$ cat src/rtl/lcplc_tagger_pkg.sv
// Shared types and default sizes for the LCPLC cube tagger.
package lcplc_tagger_pkg;

    typedef enum logic [1:0] {
        IDLE  = 2'd0,
        RUN   = 2'd1,
        DRAIN = 2'd2
    } state_e;

    localparam int DEF_DATA_WIDTH  = 16;
    localparam int DEF_DIM_WIDTH   = 8;
    localparam int DEF_BAND_WIDTH  = 10;
    localparam int DEF_SLICE_WIDTH = 12;

endpackage

$ cat src/rtl/wrap_counter.sv
// Counter that advances on enable and wraps to zero after reaching limit.
module wrap_counter #(
    parameter int WIDTH = 8
) (
    input  logic             clk,
    input  logic             rst,
    input  logic             enable,
    input  logic [WIDTH-1:0] limit,
    output logic [WIDTH-1:0] count,
    output logic             at_limit
);

    logic [WIDTH-1:0] count_q;
    logic [WIDTH-1:0] count_d;

    assign at_limit = (count_q == limit);
    assign count    = count_q;

    always_comb begin
        count_d = count_q;
        if (enable) begin
            count_d = at_limit ? '0 : count_q + 1'b1;
        end
    end

    always_ff @(posedge clk or negedge rst) begin
        if (!rst) begin
            count_q <= '0;
        end else begin
            count_q <= count_d;
        end
    end

endmodule

$ cat src/rtl/axis_cube_tagger.sv
// Tags a raw AXIS sample stream with row/slice/band/image last flags,
// through a one-deep output register slice.
module axis_cube_tagger
    import lcplc_tagger_pkg::*;
#(
    parameter int DATA_WIDTH  = DEF_DATA_WIDTH,
    parameter int DIM_WIDTH   = DEF_DIM_WIDTH,
    parameter int BAND_WIDTH  = DEF_BAND_WIDTH,
    parameter int SLICE_WIDTH = DEF_SLICE_WIDTH
) (
    input  logic                   clk,
    input  logic                   rst,
    input  logic                   cfg_valid,
    output logic                   cfg_ready,
    input  logic [DIM_WIDTH-1:0]   cfg_width,
    input  logic [DIM_WIDTH-1:0]   cfg_height,
    input  logic [BAND_WIDTH-1:0]  cfg_bands,
    input  logic [SLICE_WIDTH-1:0] cfg_slices,
    input  logic                   in_valid,
    output logic                   in_ready,
    input  logic [DATA_WIDTH-1:0]  in_data,
    input  logic                   in_last,
    output logic                   x_valid,
    input  logic                   x_ready,
    output logic [DATA_WIDTH-1:0]  x_data,
    output logic                   x_last_r,
    output logic                   x_last_s,
    output logic                   x_last_b,
    output logic                   x_last_i,
    output logic                   busy,
    output logic                   err_last
);

    state_e                 state_q, state_d;
    logic [DIM_WIDTH-1:0]   width_q, width_d;
    logic [DIM_WIDTH-1:0]   height_q, height_d;
    logic [BAND_WIDTH-1:0]  bands_q, bands_d;
    logic [SLICE_WIDTH-1:0] slices_q, slices_d;
    logic                   xv_q, xv_d;
    logic [DATA_WIDTH-1:0]  xd_q, xd_d;
    logic [3:0]             xf_q, xf_d;
    logic                   err_q, err_d;

    logic [DIM_WIDTH-1:0]   col, row;
    logic [BAND_WIDTH-1:0]  band;
    logic [SLICE_WIDTH-1:0] slc;
    logic                   col_at, row_at, band_at, slc_at;
    logic                   en_col, en_row, en_band, en_slc;
    logic                   accept, last_r, last_s, last_b, last_i;

    assign cfg_ready = (state_q == IDLE);
    assign in_ready  = (state_q == RUN) && (!xv_q || x_ready);
    assign accept    = in_valid && in_ready;
    assign busy      = (state_q != IDLE);

    assign last_r = (col == width_q);
    assign last_s = last_r && (row == height_q);
    assign last_b = last_s && (band == bands_q);
    assign last_i = last_b && (slc == slices_q);

    // Carry chain: each counter only steps when every faster one wraps.
    assign en_col  = accept;
    assign en_row  = en_col && col_at;
    assign en_band = en_row && row_at;
    assign en_slc  = en_band && band_at;

    wrap_counter #(.WIDTH(DIM_WIDTH)) u_col (
        .clk(clk), .rst(rst), .enable(en_col), .limit(width_q),
        .count(col), .at_limit(col_at)
    );
    wrap_counter #(.WIDTH(DIM_WIDTH)) u_row (
        .clk(clk), .rst(rst), .enable(en_row), .limit(height_q),
        .count(row), .at_limit(row_at)
    );
    wrap_counter #(.WIDTH(BAND_WIDTH)) u_band (
        .clk(clk), .rst(rst), .enable(en_band), .limit(bands_q),
        .count(band), .at_limit(band_at)
    );
    wrap_counter #(.WIDTH(SLICE_WIDTH)) u_slc (
        .clk(clk), .rst(rst), .enable(en_slc), .limit(slices_q),
        .count(slc), .at_limit(slc_at)
    );

    always_comb begin
        state_d  = state_q;
        width_d  = width_q;
        height_d = height_q;
        bands_d  = bands_q;
        slices_d = slices_q;
        err_d    = err_q;
        unique case (state_q)
            IDLE: begin
                if (cfg_valid) begin
                    width_d  = cfg_width;
                    height_d = cfg_height;
                    bands_d  = cfg_bands;
                    slices_d = cfg_slices;
                    err_d    = 1'b0;
                    state_d  = RUN;
                end
            end
            RUN: begin
                // The slice counter wrapping is exactly the last image beat.
                if (en_slc && slc_at) begin
                    state_d = DRAIN;
                end
            end
            DRAIN: begin
                if (xv_q && x_ready) begin
                    state_d = IDLE;
                end
            end
            default: state_d = IDLE;
        endcase
        if (accept && (in_last != last_i)) begin
            err_d = 1'b1;
        end
    end

    always_comb begin
        xv_d = xv_q;
        xd_d = xd_q;
        xf_d = xf_q;
        if (accept) begin
            xv_d = 1'b1;
            xd_d = in_data;
            xf_d = {last_i, last_b, last_s, last_r};
        end else if (x_ready) begin
            xv_d = 1'b0;
        end
    end

    always_ff @(posedge clk or negedge rst) begin
        if (!rst) begin
            state_q <= IDLE;
        end else begin
            state_q <= state_d;
        end
    end

    always_ff @(posedge clk or negedge rst) begin
        if (!rst) begin
            width_q  <= '0;
            height_q <= '0;
            bands_q  <= '0;
            slices_q <= '0;
            xv_q     <= 1'b0;
            xd_q     <= '0;
            xf_q     <= '0;
            err_q    <= 1'b0;
        end else begin
            width_q  <= width_d;
            height_q <= height_d;
            bands_q  <= bands_d;
            slices_q <= slices_d;
            xv_q     <= xv_d;
            xd_q     <= xd_d;
            xf_q     <= xf_d;
            err_q    <= err_d;
        end
    end

    assign x_valid  = xv_q;
    assign x_data   = xd_q;
    assign x_last_r = xf_q[0];
    assign x_last_s = xf_q[1];
    assign x_last_b = xf_q[2];
    assign x_last_i = xf_q[3];
    assign err_last = err_q;

endmodule

$ cat config.mk
export PLATFORM = sky130hd
export DESIGN_NAME = axis_cube_tagger
export DESIGN_NICKNAME = d
export VERILOG_FILES = /design/src/rtl/lcplc_tagger_pkg.sv /design/src/rtl/wrap_counter.sv /design/src/rtl/axis_cube_tagger.sv
export SDC_FILE = /design/constraint.sdc
export NUM_CORES = 1
export LEC_CHECK = 0
export ABC_AREA = 1
export CAP_MARGIN = 10
export CORE_MARGIN = 2
export CORE_UTILIZATION = 55
export CTS_CLUSTER_DIAMETER = 200
export DETAILED_ROUTE_END_ITERATION = 8
export PLACE_DENSITY = 0.8
export SLEW_MARGIN = 10
export SYNTH_ARGS = -nofsm -noshare
export SYNTH_HDL_FRONTEND = slang
export SYNTH_HIERARCHICAL = 1
export SYNTH_SLANG_ARGS = --single-unit
$ cat constraint.sdc
create_clock -name clk -period 2.9 [get_ports clk]
set_clock_uncertainty 0.1 [all_clocks]
set_input_delay 0.29 -clock clk [delete_from_list [all_inputs] [get_ports clk]]
set_output_delay 0.29 -clock clk [all_outputs]
set_load 0.01 [all_outputs]
==> impl_metrics.csv, run 1 <==
group,metric,value,unit
power,p_switching,1.52,mW
logic_synthesis,yosysSeqAreaShare,0.415,
cells_and_area,layout_commonest_cell,"nand2_1",
critical_path,worstPathMaxFanout,6,
global_route,grt.overflow.total,0,
power,total_power,4.25,mW
routing,postRouteAntennaNets,0,
floorplan,io_pins,85,
cells_and_area,final_nets,999,
critical_path,startpoint_type,"register",
worst_hold_path,min_from,"in_data[10]",
logic_synthesis,ys_warn_count,6,
logic_synthesis,postSynthAreaPerCell,7.14,sq um
run_status,outcome,"finished, final reports clean",
timing,max_freq,390,MHz
logic_synthesis,ys.flop_type,"dfrtp_1",
global_route,grt_pass1_vias,4635,
critical_path,worstPathRequired,3.08,ns
clock_network,cts_tree,"yes",
power,p_sw_frac,0.358,
placed_design,dp_hpwl,8.94,mm
logic_synthesis,synth-compound-area-share,0.0315,
clock_network,path_clk_slew,0.10,ns
logic_synthesis,synthArstFlopShare,1.00,
floorplan,core,0.0108,sq mm
power,seqPwrFrac,0.468,
timing,drv_slew,0,
routing,vias,5057,
cells_and_area,fillers,935,
logic_synthesis,synth_top_family_by_area,"simple AND/OR/NAND/NOR gates",
logic_synthesis,synth_top_area_cell,"dfrtp_1",
logic_synthesis,synth_top_area_frac,0.415,
critical_path,r2r-start,"u_col/count[6]$_DFFE_PN0P_",
power,p_leak,3.91,nW
clock_network,worstSkewPairLatency,0.38,ns
critical_path,path_class,"reg -> reg",
critical_path,endpoint_kind,"register",
logic_synthesis,netlist_area,0.00603,sq mm
routing,wl_per_cell,11.3,microns
clock_network,cts-buffers-inserted,9,
clock_network,cts.sinks,100,
logic_synthesis,synthCells,845,
timing,max_slew_margin,0.505,
clock_network,cts_buffer_depth,2,
timing,final.period_utilization,0.885,
floorplan,start_util,0.559,
global_route,grt_usage,0.219,
timing,fin_crit,2.57,ns
logic_synthesis,synthAdderAreaFrac,0.00829,
power,irDropWorstVdd,0.000381,V
global_route,grt_pass1_wl,20.3,mm
logic_synthesis,synth_edf_count,0,
cells_and_area,final_cell_mix,"317 x nand2_1, 145 x inv_1, 100 x dfrtp_1",
global_route,grt_max_degree,58,
critical_path,setup.worst_path.start,"u_col/count[6]$_DFFE_PN0P_",
clock_network,htree_levels,3,
critical_path,crit_arrival,2.74,ns
floorplan,row_count,38,
floorplan,dieArea,0.0118,sq mm
timing,worst_pin_slew,0.742,ns
cells_and_area,drive_gt1_frac,0.0840,
routing,drtIter0Drc,211,
timing,setup-tns-final,0,ns
logic_synthesis,yosys.area_share.simple,0.326,
logic_synthesis,yosys-top-cells-area,"dfrtp_1 41%, nand2_1 20%, inv_1 9.0%, nor2_1 4.4%, xnor2_1 4.4%",
routing,wl,12.2,mm
power,p_per_area,586,mW/mm^2
timing,rsz0062_at_grt,"no",
worst_hold_path,min_path_type,"in -> reg",
timing,hold_viol,0,
routing,drc,0,
routing,drtPass1Iterations,5,
logic_synthesis,synth_nets,909,
floorplan,dieHeight,109,microns
placed_design,place.gp.congestion,0.841,
flow_run,cap_violations,0,
floorplan,die-width,109,microns
power,p_int,2.73,mW
logic_synthesis,synth.mux.area_fraction,0.0336,
power,p_clk_frac,0.217,
timing,setup_viol_count_final,0,
routing,via_per_inst,4.68,
cells_and_area,area_growth,20.3,%
clock_network,root_buffer,"clkbuf_8",
placed_design,portBuffers,84,
power,pwr-share-comb,0.315,
global_route,grt_antenna_before_repair,0,
logic_synthesis,yosys.cell_types.count,32,
clock_network,cts_setup_buffers,0,
cells_and_area,n_antenna_cell,0,
logic_synthesis,ys_ff_latch,100,
logic_synthesis,synth_xor_area_frac,0.0769,
## metrics by stage
stage	hold slack (ns)	area (sq um)	setup slack, ns	util	instances
after floorplan	-0.106	6030	0.678	-	845
after global placement	0.293	7050	0.353	0.653	1063
after detailed placement	0.304	7050	0.281	0.653	1063
after CTS	0.324	7260	0.322	0.673	1080
after global routing	0.323	7260	0.102	0.673	1080
final	0.330	7260	0.333	0.673	1080
## sequential cells by signal, summed over array words and instances (netlist names)
register,cells
bands_q,10
err_last,1
height_q,8
slices_q,12
state_q,2
u_band/count,10
u_col/count,8
u_row/count,8
u_slc/count,12
width_q,8
x_data,16
x_valid,1
xf_q,4
## power groups by stage
| stage | combinational, mW | clock (mW) | sequential [mW] |
|---|---|---|---|
| 2_1_floorplan | 0.932 | 0 | 1.96 |
| 3_3_place_gp | 1.30 | 0 | 2.00 |
| 3_5_place_dp | 1.34 | 0 | 2.01 |
| 4_1_cts | 1.36 | 0.948 | 1.99 |
| 5_1_grt | 1.54 | 1.00 | 2.04 |
| 6_report | 1.34 | 0.923 | 1.99 |
## layout make-up
cell class	instances	area (sq um)	area share
clock buffer	10	128	0.0176
clock inverter	6	71.3	0.00982
inverter	160	601	0.0827
multi-input combinational	574	2870	0.396
sequential	100	2500	0.345
tap	140	175	0.0241
timing repair buffer	90	911	0.125
## cell usage after synthesis (all sizes together) (6+ instances only)
cell type / instances
nand2: 324
inv: 154
nor2: 101
dfrtp: 100
xnor2: 30
a21oi: 23
xor2: 23
nand3: 21
mux2: 18
o21ai: 12
buf: 9
nand4: 7
clkinv: 6
## worst paths after layout
path / depth (start not counted) / endpoint / slack [ns]
worst max-delay path: 14 / u_slc/count[9]$_DFFE_PN0P_ / 0.33
worst min-delay path: 3 / x_data[10]$_DFFE_PN0P_ / 0.33
worst max register to register: 14 / u_slc/count[9]$_DFFE_PN0P_ / 0.33
worst min register to register: 2 / x_data[4]$_DFFE_PN0P_ / 0.39
max in group asynchronous: 3 / height_q[1]$_DFFE_PN0P_ / 1.60
min in group asynchronous: 2 / slices_q[7]$_DFFE_PN0P_ / 0.40
## worst max-delay path: stages, from the launching register on
cell	delay (ns)
dfrtp_1	0.46
xnor2_1	0.18
nand2_1	0.08
nor2_1	0.17
nand2_1	0.11
inv_1	0.06
inv_1	0.06
nor2_4	0.17
and3_1	0.31
inv_2	0.13
nor2_2	0.15
nand2_1	0.11
nor2_1	0.13
xor2_1	0.19
nor2_2	0.05
## repair_timing
item / in CTS / in global routing
hold buffers: 1 / 0
hold endpoints to repair: 56 / 0
resized for setup: 0 / 0
## cells by family (layout without fill, tap and decap cells)
| kind of cell | after synthesis | count (layout) |
|---|---|---|
| buffers and inverters | 171 | 266 |
| xor gates and xnor gates | 53 | 53 |
| muxes | 18 | 18 |
| and+or+nand+nor | 463 | 463 |
| AOI/OAI and AO/OA | 36 | 36 |
| DFF | 100 | 100 |
| adders and majority gates | 4 | 4 |
## routing by layer
layer / routed length [microns] / global-route usage
met1: 5820 / 0.291
met2: 5710 / 0.358
met3: 501 / 0.0508
met4: 193 / 0.0641
met5: 0 / 0
No activity file was read; power rests on OpenSTA's default activity.
==> inputs of run 2 (changes only) <==
Settings changed: ABC_AREA 1 to not set, CORE_MARGIN 2 to not set, CORE_UTILIZATION 55 to 54, REMOVE_ABC_BUFFERS set to 1.
==> run 2 against run 1 <==
  * Routed wire length fell by 11%
  * Synthesized cell count fell by 42%
  * Total power fell by 20%
  * Synthesized area fell by 13%
  * Largest cell class unchanged
  * Highest routed layer unchanged
==> impl_metrics.csv, run 2 <==
group,metric,value,unit
cells_and_area,finish.utilization,0.690,
routing,met2_length,5.48,mm
floorplan,dieHeight,101,microns
clock_network,cts_resized,0,
critical_path,crit_buf_inv,1,
routing,wl_met1,4.71,mm
logic_synthesis,synth_most_common_cell,"dfrtp_1",
clock_network,root_buffer,"clkbuf_8",
placed_design,portBuffers,84,
timing,setup_viol_count_final,0,
logic_synthesis,synth_top_area_cell,"dfrtp_1",
logic_synthesis,postSynthAreaPerCell,10.8,sq um
timing,hold_viol,0,
clock_network,cts-buffers-inserted,9,
routing,wl,10.9,mm
global_route,grt_pass1_vias,3843,
run_status,outcome,"finished, final reports clean",
logic_synthesis,yosys.cell_types.count,45,
timing,worst_pin_slew,0.583,ns
logic_synthesis,yosys-top-cells-area,"dfrtp_1 47%, xnor2_1 11%, mux2_2 8.5%, nand2_1 5.2%, xor2_1 4.3%",
critical_path,setup.worst_path.start,"u_col/count[4]$_DFFE_PN0P_",
timing,fin_crit,2.61,ns
timing,whs,0.346,ns
critical_path,endpoint_kind,"register",
routing,wl_per_cell,15.3,microns
routing,via_per_inst,5.43,
routing,drtPass1Iterations,4,
worst_hold_path,min_path_type,"in -> reg",
clock_network,path_clk_slew,0.10,ns
logic_synthesis,synthArstFlopShare,1.00,
timing,rsz0062_at_grt,"no",
floorplan,core,0.00937,sq mm
logic_synthesis,synth_top_area_frac,0.474,
clock_network,htree_levels,3,
flow_run,cap_violations,0,
timing,max_freq,383,MHz
critical_path,startpoint_type,"register",
global_route,grt_antenna_before_repair,0,
logic_synthesis,ys.flop_type,"dfrtp_1",
critical_path,path_class,"reg -> reg",
cells_and_area,final_nets,643,
floorplan,dieArea,0.0102,sq mm
critical_path,r2r-start,"u_col/count[4]$_DFFE_PN0P_",
logic_synthesis,netlist_area,0.00528,sq mm
timing,max_slew_margin,0.611,
routing,top_layer_used,"met4",
power,p_leak,2.77,nW
global_route,grt_max_degree,56,
logic_synthesis,yosysSeqAreaShare,0.474,
cells_and_area,n_antenna_cell,0,
routing,drtIter0Drc,123,
cells_and_area,layout_commonest_cell,"dfrtp_1",
clock_network,worstSkewPairLatency,0.37,ns
routing,met3_length,564,microns
critical_path,cpLargestDelayFamily,"simple AND/OR/NAND/NOR gates",
cells_and_area,final_cell_mix,"100 x dfrtp_1, 83 x clkdlybuf4s50_1, 73 x nand2_1",
critical_path,worstPathRequired,3.05,ns
timing,drv_slew,0,
critical_path,crit_arrival,2.76,ns
critical_path,critPathMaxStageDelay,0.48,ns
floorplan,row_count,35,
routing,postRouteAntennaNets,0,
floorplan,io_pins,85,
timing,final.period_utilization,0.900,
global_route,grt_pass1_wl,18.2,mm
critical_path,crit_top_cell,"xnor2_1",
floorplan,start_util,0.563,
power,irDropWorstVdd,0.000280,V
clock_network,cts_buffer_depth,2,
placed_design,dp_hpwl,8.03,mm
logic_synthesis,synth_edf_count,0,
critical_path,reg2reg_to,"u_slc/count[11]$_DFFE_PN0P_",
clock_network,cts.sinks,100,
critical_path,crit_path_end,"u_slc/count[11]$_DFFE_PN0P_",
logic_synthesis,synthTopCellsByCount,"100 x dfrtp_1, 73 x nand2_1, 69 x xnor2_1, 40 x mux2_2, 26 x xor2_1",
global_route,grt_usage,0.231,
critical_path,worstPathMaxFanout,11,
critical_path,cp_slowest_cell,"dfrtp_1",
routing,vias,3863,
critical_path,crit_cells,10,
placed_design,place.gp.congestion,0.878,
floorplan,die-width,101,microns
cells_and_area,area_growth,22.4,%
critical_path,rr_worst_depth,10,
cells_and_area,drive_gt1_frac,0.158,
logic_synthesis,synthCells,491,
critical_path,path_cells,"xnor2_1, nand4_1, nor2_4, nand2_1, inv_1, and3_1, nand4_2, nor4_1, xnor2_1, nor2_2",
power,p_per_area,526,mW/mm^2
logic_synthesis,ys_ff_latch,100,
clock_network,cts_tree,"yes",
cells_and_area,largest_reg_flops,16,
routing,drc,0,
logic_synthesis,ys_warn_count,6,
critical_path,r2r_setup_slack,0.29,ns
global_route,grt.overflow.total,0,
==> run 2: cell count changes after synthesis, sizes merged, moves of 13 or more <==
cell | previous run | this run
nand4 | 7 | 25
mux2 | 18 | 40
nand3 | 21 | 8
nor2 | 101 | 27
inv | 154 | 13
xnor2 | 30 | 70
nand2 | 324 | 73
==> run 2: logic make-up after synthesis <==
logic type	share of synthesized area
buffers and inverters	0.0291
DFF	0.474
AOI/OAI and AO/OA	0.0543
muxes	0.0929
adders and majority gates	0.00948
and+or+nand+nor	0.177
xor gates and xnor gates	0.163
==> run 2: worst min path at each step <==
stage	startpoint	end	slack, ns	depth (start not counted)
CTS	in_data[4]	x_data[4]$_DFFE_PN0P_	0.34	3
floorplan	rst	bands_q[0]$_DFFE_PN0P_	-0.11	0
finish	in_data[4]	x_data[4]$_DFFE_PN0P_	0.35	3
detailed placement	rst	bands_q[8]$_DFFE_PN0P_	0.24	1
global route	in_data[6]	x_data[6]$_DFFE_PN0P_	0.35	3
global placement	rst	bands_q[8]$_DFFE_PN0P_	0.23	1
==> run 2: report_power, final <==
| group | total, mW | leakage [nW] | switching (mW) | internal [mW] |
|---|---|---|---|---|
| sequential | 1.74 | 1.29 | 0.200 | 1.54 |
| clock | 0.880 | 0.0914 | 0.463 | 0.417 |
| combinational | 0.784 | 1.39 | 0.356 | 0.429 |
==> run 2: worst register-to-register path, delay by kind of cell, from the launching register on <==
family                 cells  cell delay (ns)
XOR/XNOR                   2             0.38
buffers and inverters      1             0.07
flip-flops                 1             0.48
AND/OR/NAND/NOR            7             1.46
==> run 2: final cells by class <==
type | instances | area, sq um
clock buffer | 11 | 141
clock inverter | 4 | 50.0
timing repair buffer | 95 | 936
sequential | 100 | 2500
inverter | 13 | 48.8
fill | 732 | 2910
tap | 129 | 161
multi-input combinational | 360 | 2620
==> run 2: stage by stage <==
| stage | setup WS (ns) | cells | setup TNS (ns) | area (sq um) | total power, mW |
|---|---|---|---|---|---|
| 2_1_floorplan | -1.06 | 473 | -14.14 | 5170 | 2.21 |
| 3_3_place_gp | 0.227 | 696 | 0 | 6260 | 2.51 |
| 3_5_place_dp | 0.118 | 696 | 0 | 6260 | 2.55 |
| 4_1_cts | 0.310 | 712 | 0 | 6460 | 3.43 |
| 5_1_grt | 0.0579 | 712 | 0 | 6460 | 3.60 |
| 6_report | 0.290 | 712 | 0 | 6460 | 3.40 |
==> run 2: per-layer routing <==
| metal | GRT usage | vias to the layer above |
|---|---|---|
| li1 | - | 1858 |
| met1 | 0.296 | 1867 |
| met2 | 0.403 | 123 |
| met3 | 0.0284 | 15 |
| met5 | 0 | - |
| met4 | 0.0847 | 0 |
==> run 2: what timing repair did <==
action / 4_1_cts / 5_1_grt
setup endpoints to repair: 0 / 0
endpoints found under the hold margin: 45 / 0
hold buffers: 1 / 0
buffers inserted: 0 / 0
==> inputs of run 3 (changes only) <==
Settings changed: ABC_AREA set to 1, CORE_UTILIZATION 54 to 55.
==> run 3 against run 2 <==
  * Sequential share of layout area is 4.1 points lower
  * Total power is 22% higher
  * Largest power group unchanged
  * Combinational power is 71% higher
  * Sequential power is 14% higher
  * Final cell count is 51% higher
  * Clock-buffer cell count is 2 lower
  * Cell area is 12% higher
  * Setup slack better by 0.080 ns
  * First-iteration DRC count is 31% higher
  * Core utilization is 0.14 points higher
==> impl_metrics.csv, run 3 (same netlist as run 1, synthesis figures left out) <==
group,metric,value,unit
flow_run,cap_violations,0,
timing,hold_viol,0,
floorplan,dieArea,0.0114,sq mm
floorplan,io_pins,85,
routing,drc,0,
cells_and_area,layout_commonest_cell,"nand2_1",
clock_network,htree_levels,3,
power,p_per_area,575,mW/mm^2
placed_design,place.gp.congestion,0.819,
global_route,grt_antenna_before_repair,0,
routing,drtIter0Drc,161,
timing,max_freq,395,MHz
critical_path,crit_top_cell,"nand2_1",
critical_path,worstPathMaxFanout,6,
global_route,grt_usage,0.228,
power,p_clk_frac,0.201,
timing,rsz0062_at_grt,"no",
routing,met2_length,5.61,mm
timing,drv_slew,0,
placed_design,portBuffers,84,
cells_and_area,fillers,907,
routing,via_per_inst,4.69,
clock_network,root_buffer,"clkbuf_8",
routing,met3_length,621,microns
power,p_int,2.64,mW
critical_path,cp_slowest_cell,"dfrtp_1",
timing,setup_viol_count_final,0,
floorplan,die-width,107,microns
clock_network,path_clk_slew,0.10,ns
critical_path,worstPathRequired,3.07,ns
run_status,outcome,"finished, final reports clean",
cells_and_area,final_cell_mix,"317 x nand2_1, 145 x inv_1, 100 x dfrtp_1",
routing,wl_met1,5.75,mm
clock_network,cts_setup_buffers,0,
routing,drtPass1Iterations,4,
power,p_switching,1.52,mW
worst_hold_path,min_path_type,"in -> async",
cells_and_area,drive_gt1_frac,0.0861,
clock_network,cts.sinks,100,
critical_path,startpoint_type,"register",
power,p_sw_frac,0.365,
cells_and_area,n_antenna_cell,0,
power,pwr-share-comb,0.322,
floorplan,start_util,0.577,
floorplan,core,0.0105,sq mm
placed_design,dp_slack,0.381,ns
timing,layout_setup_ws,0.370,ns
routing,wl_per_cell,11.2,microns
power,seqPwrFrac,0.477,
clock_network,cts_resized,0,
clock_network,cts-buffers-inserted,9,
timing,max_slew_margin,0.439,
routing,wl,12.1,mm
timing,fin_crit,2.53,ns
global_route,grt_pass1_wl,20.5,mm
critical_path,critPathMaxStageDelay,0.46,ns
routing,postRouteAntennaNets,0,
clock_network,cts_tree,"yes",
floorplan,row_count,37,
cells_and_area,final_nets,1001,
global_route,grt_pass1_vias,4604,
placed_design,dp_hpwl,8.88,mm
critical_path,path_class,"reg -> reg",
routing,top_layer_used,"met4",
clock_network,worstSkewPairLatency,0.38,ns
floorplan,dieHeight,107,microns
cells_and_area,area_growth,19.8,%
clock_network,cts_buffer_depth,2,
critical_path,endpoint_kind,"register",
timing,final.period_utilization,0.872,
critical_path,crit_arrival,2.70,ns
global_route,grt.overflow.total,0,
routing,vias,5049,
timing,setup-tns-final,0,ns
cells_and_area,largest_reg_flops,16,
critical_path,path_cells,"xnor2_1, nand2_1, nor2_1, nand2_1, inv_1, inv_1, nor2_4, and3_1, inv_2, nor2_2, nand2_1, nor2_1, xor2_1, nor2_2",
timing,worst_pin_slew,0.839,ns
global_route,grt_max_degree,61,
power,p_leak,3.90,nW
power,irDropWorstVdd,0.000470,V
run 3: changes by cell type in the layout (fill, tap and decap cells not counted), moves of 13 or more:
cell and change:
nand4_1 -13, xnor2_1 -39, nor2_2 +16, mux2_2 -33, inv_1 +132, nor2_1 +54
nand2_1 +244
run 3: final timing paths:
check	from	end	slack [ns]	cells after the start
max	u_col/count[6]$_DFFE_PN0P_	u_slc/count[9]$_DFFE_PN0P_	0.37	14
min	rst	bands_q[9]$_DFFE_PN0P_	0.32	2
max reg2reg	u_col/count[6]$_DFFE_PN0P_	u_slc/count[9]$_DFFE_PN0P_	0.37	14
min reg2reg	x_data[2]$_DFFE_PN0P_	x_data[2]$_DFFE_PN0P_	0.38	2
max in group asynchronous	rst	x_data[13]$_DFFE_PN0P_	1.68	3
min in group clk	in_data[11]	x_data[11]$_DFFE_PN0P_	0.33	3
run 3: power groups by stage:
stage / logic (mW) / registers (mW) / clock network (mW)
2_1_floorplan: 0.924 / 1.96 / 0
3_3_place_gp: 1.31 / 1.99 / 0
3_5_place_dp: 1.34 / 2.00 / 0
4_1_cts: 1.35 / 1.98 / 0.853
5_1_grt: 1.54 / 2.03 / 0.906
6_report: 1.34 / 1.98 / 0.836
run 3: timing repair:
| item | in CTS | in global routing |
|---|---|---|
| endpoints found under the hold margin | 40 | 0 |
| hold buffers | 1 | 0 |
| setup endpoints to repair | 0 | 0 |
run 3: metrics by stage:
stage          instances  power, mW  hold slack (ns)   util  area, sq um
4_1_cts             1077       4.19            0.318  0.691         7230
5_1_grt             1077       4.48            0.324  0.691         7230
3_5_place_dp        1061       3.35            0.208  0.674         7050
6_report            1077       4.16            0.320  0.691         7230
2_1_floorplan        834       2.89           -0.106      -         5970
3_3_place_gp        1061       3.30            0.211  0.674         7050
run 3: critical path: cells and delay by family, from the launching register on:
family	cells	cell delay, ns
buffers and inverters	3	0.25
XOR/XNOR	2	0.37
flip-flops	1	0.46
AND/OR/NAND/NOR	9	1.24
run 3: layout make-up:
cell class | count | area, sq um | area share
inverter | 160 | 601 | 0.0831
tap | 136 | 170 | 0.0235
timing repair buffer | 92 | 913 | 0.126
multi-input combinational | 574 | 2870 | 0.397
clock inverter | 6 | 48.8 | 0.00675
sequential | 100 | 2500 | 0.346
clock buffer | 9 | 124 | 0.0171
run 3: per-layer routing:
| metal | vias up | GRT usage |
|---|---|---|
| li1 | 2676 | - |
| met1 | 2270 | 0.301 |
| met2 | 91 | 0.375 |
| met3 | 12 | 0.0565 |
| met4 | 0 | 0.0577 |
| met5 | - | 0 |
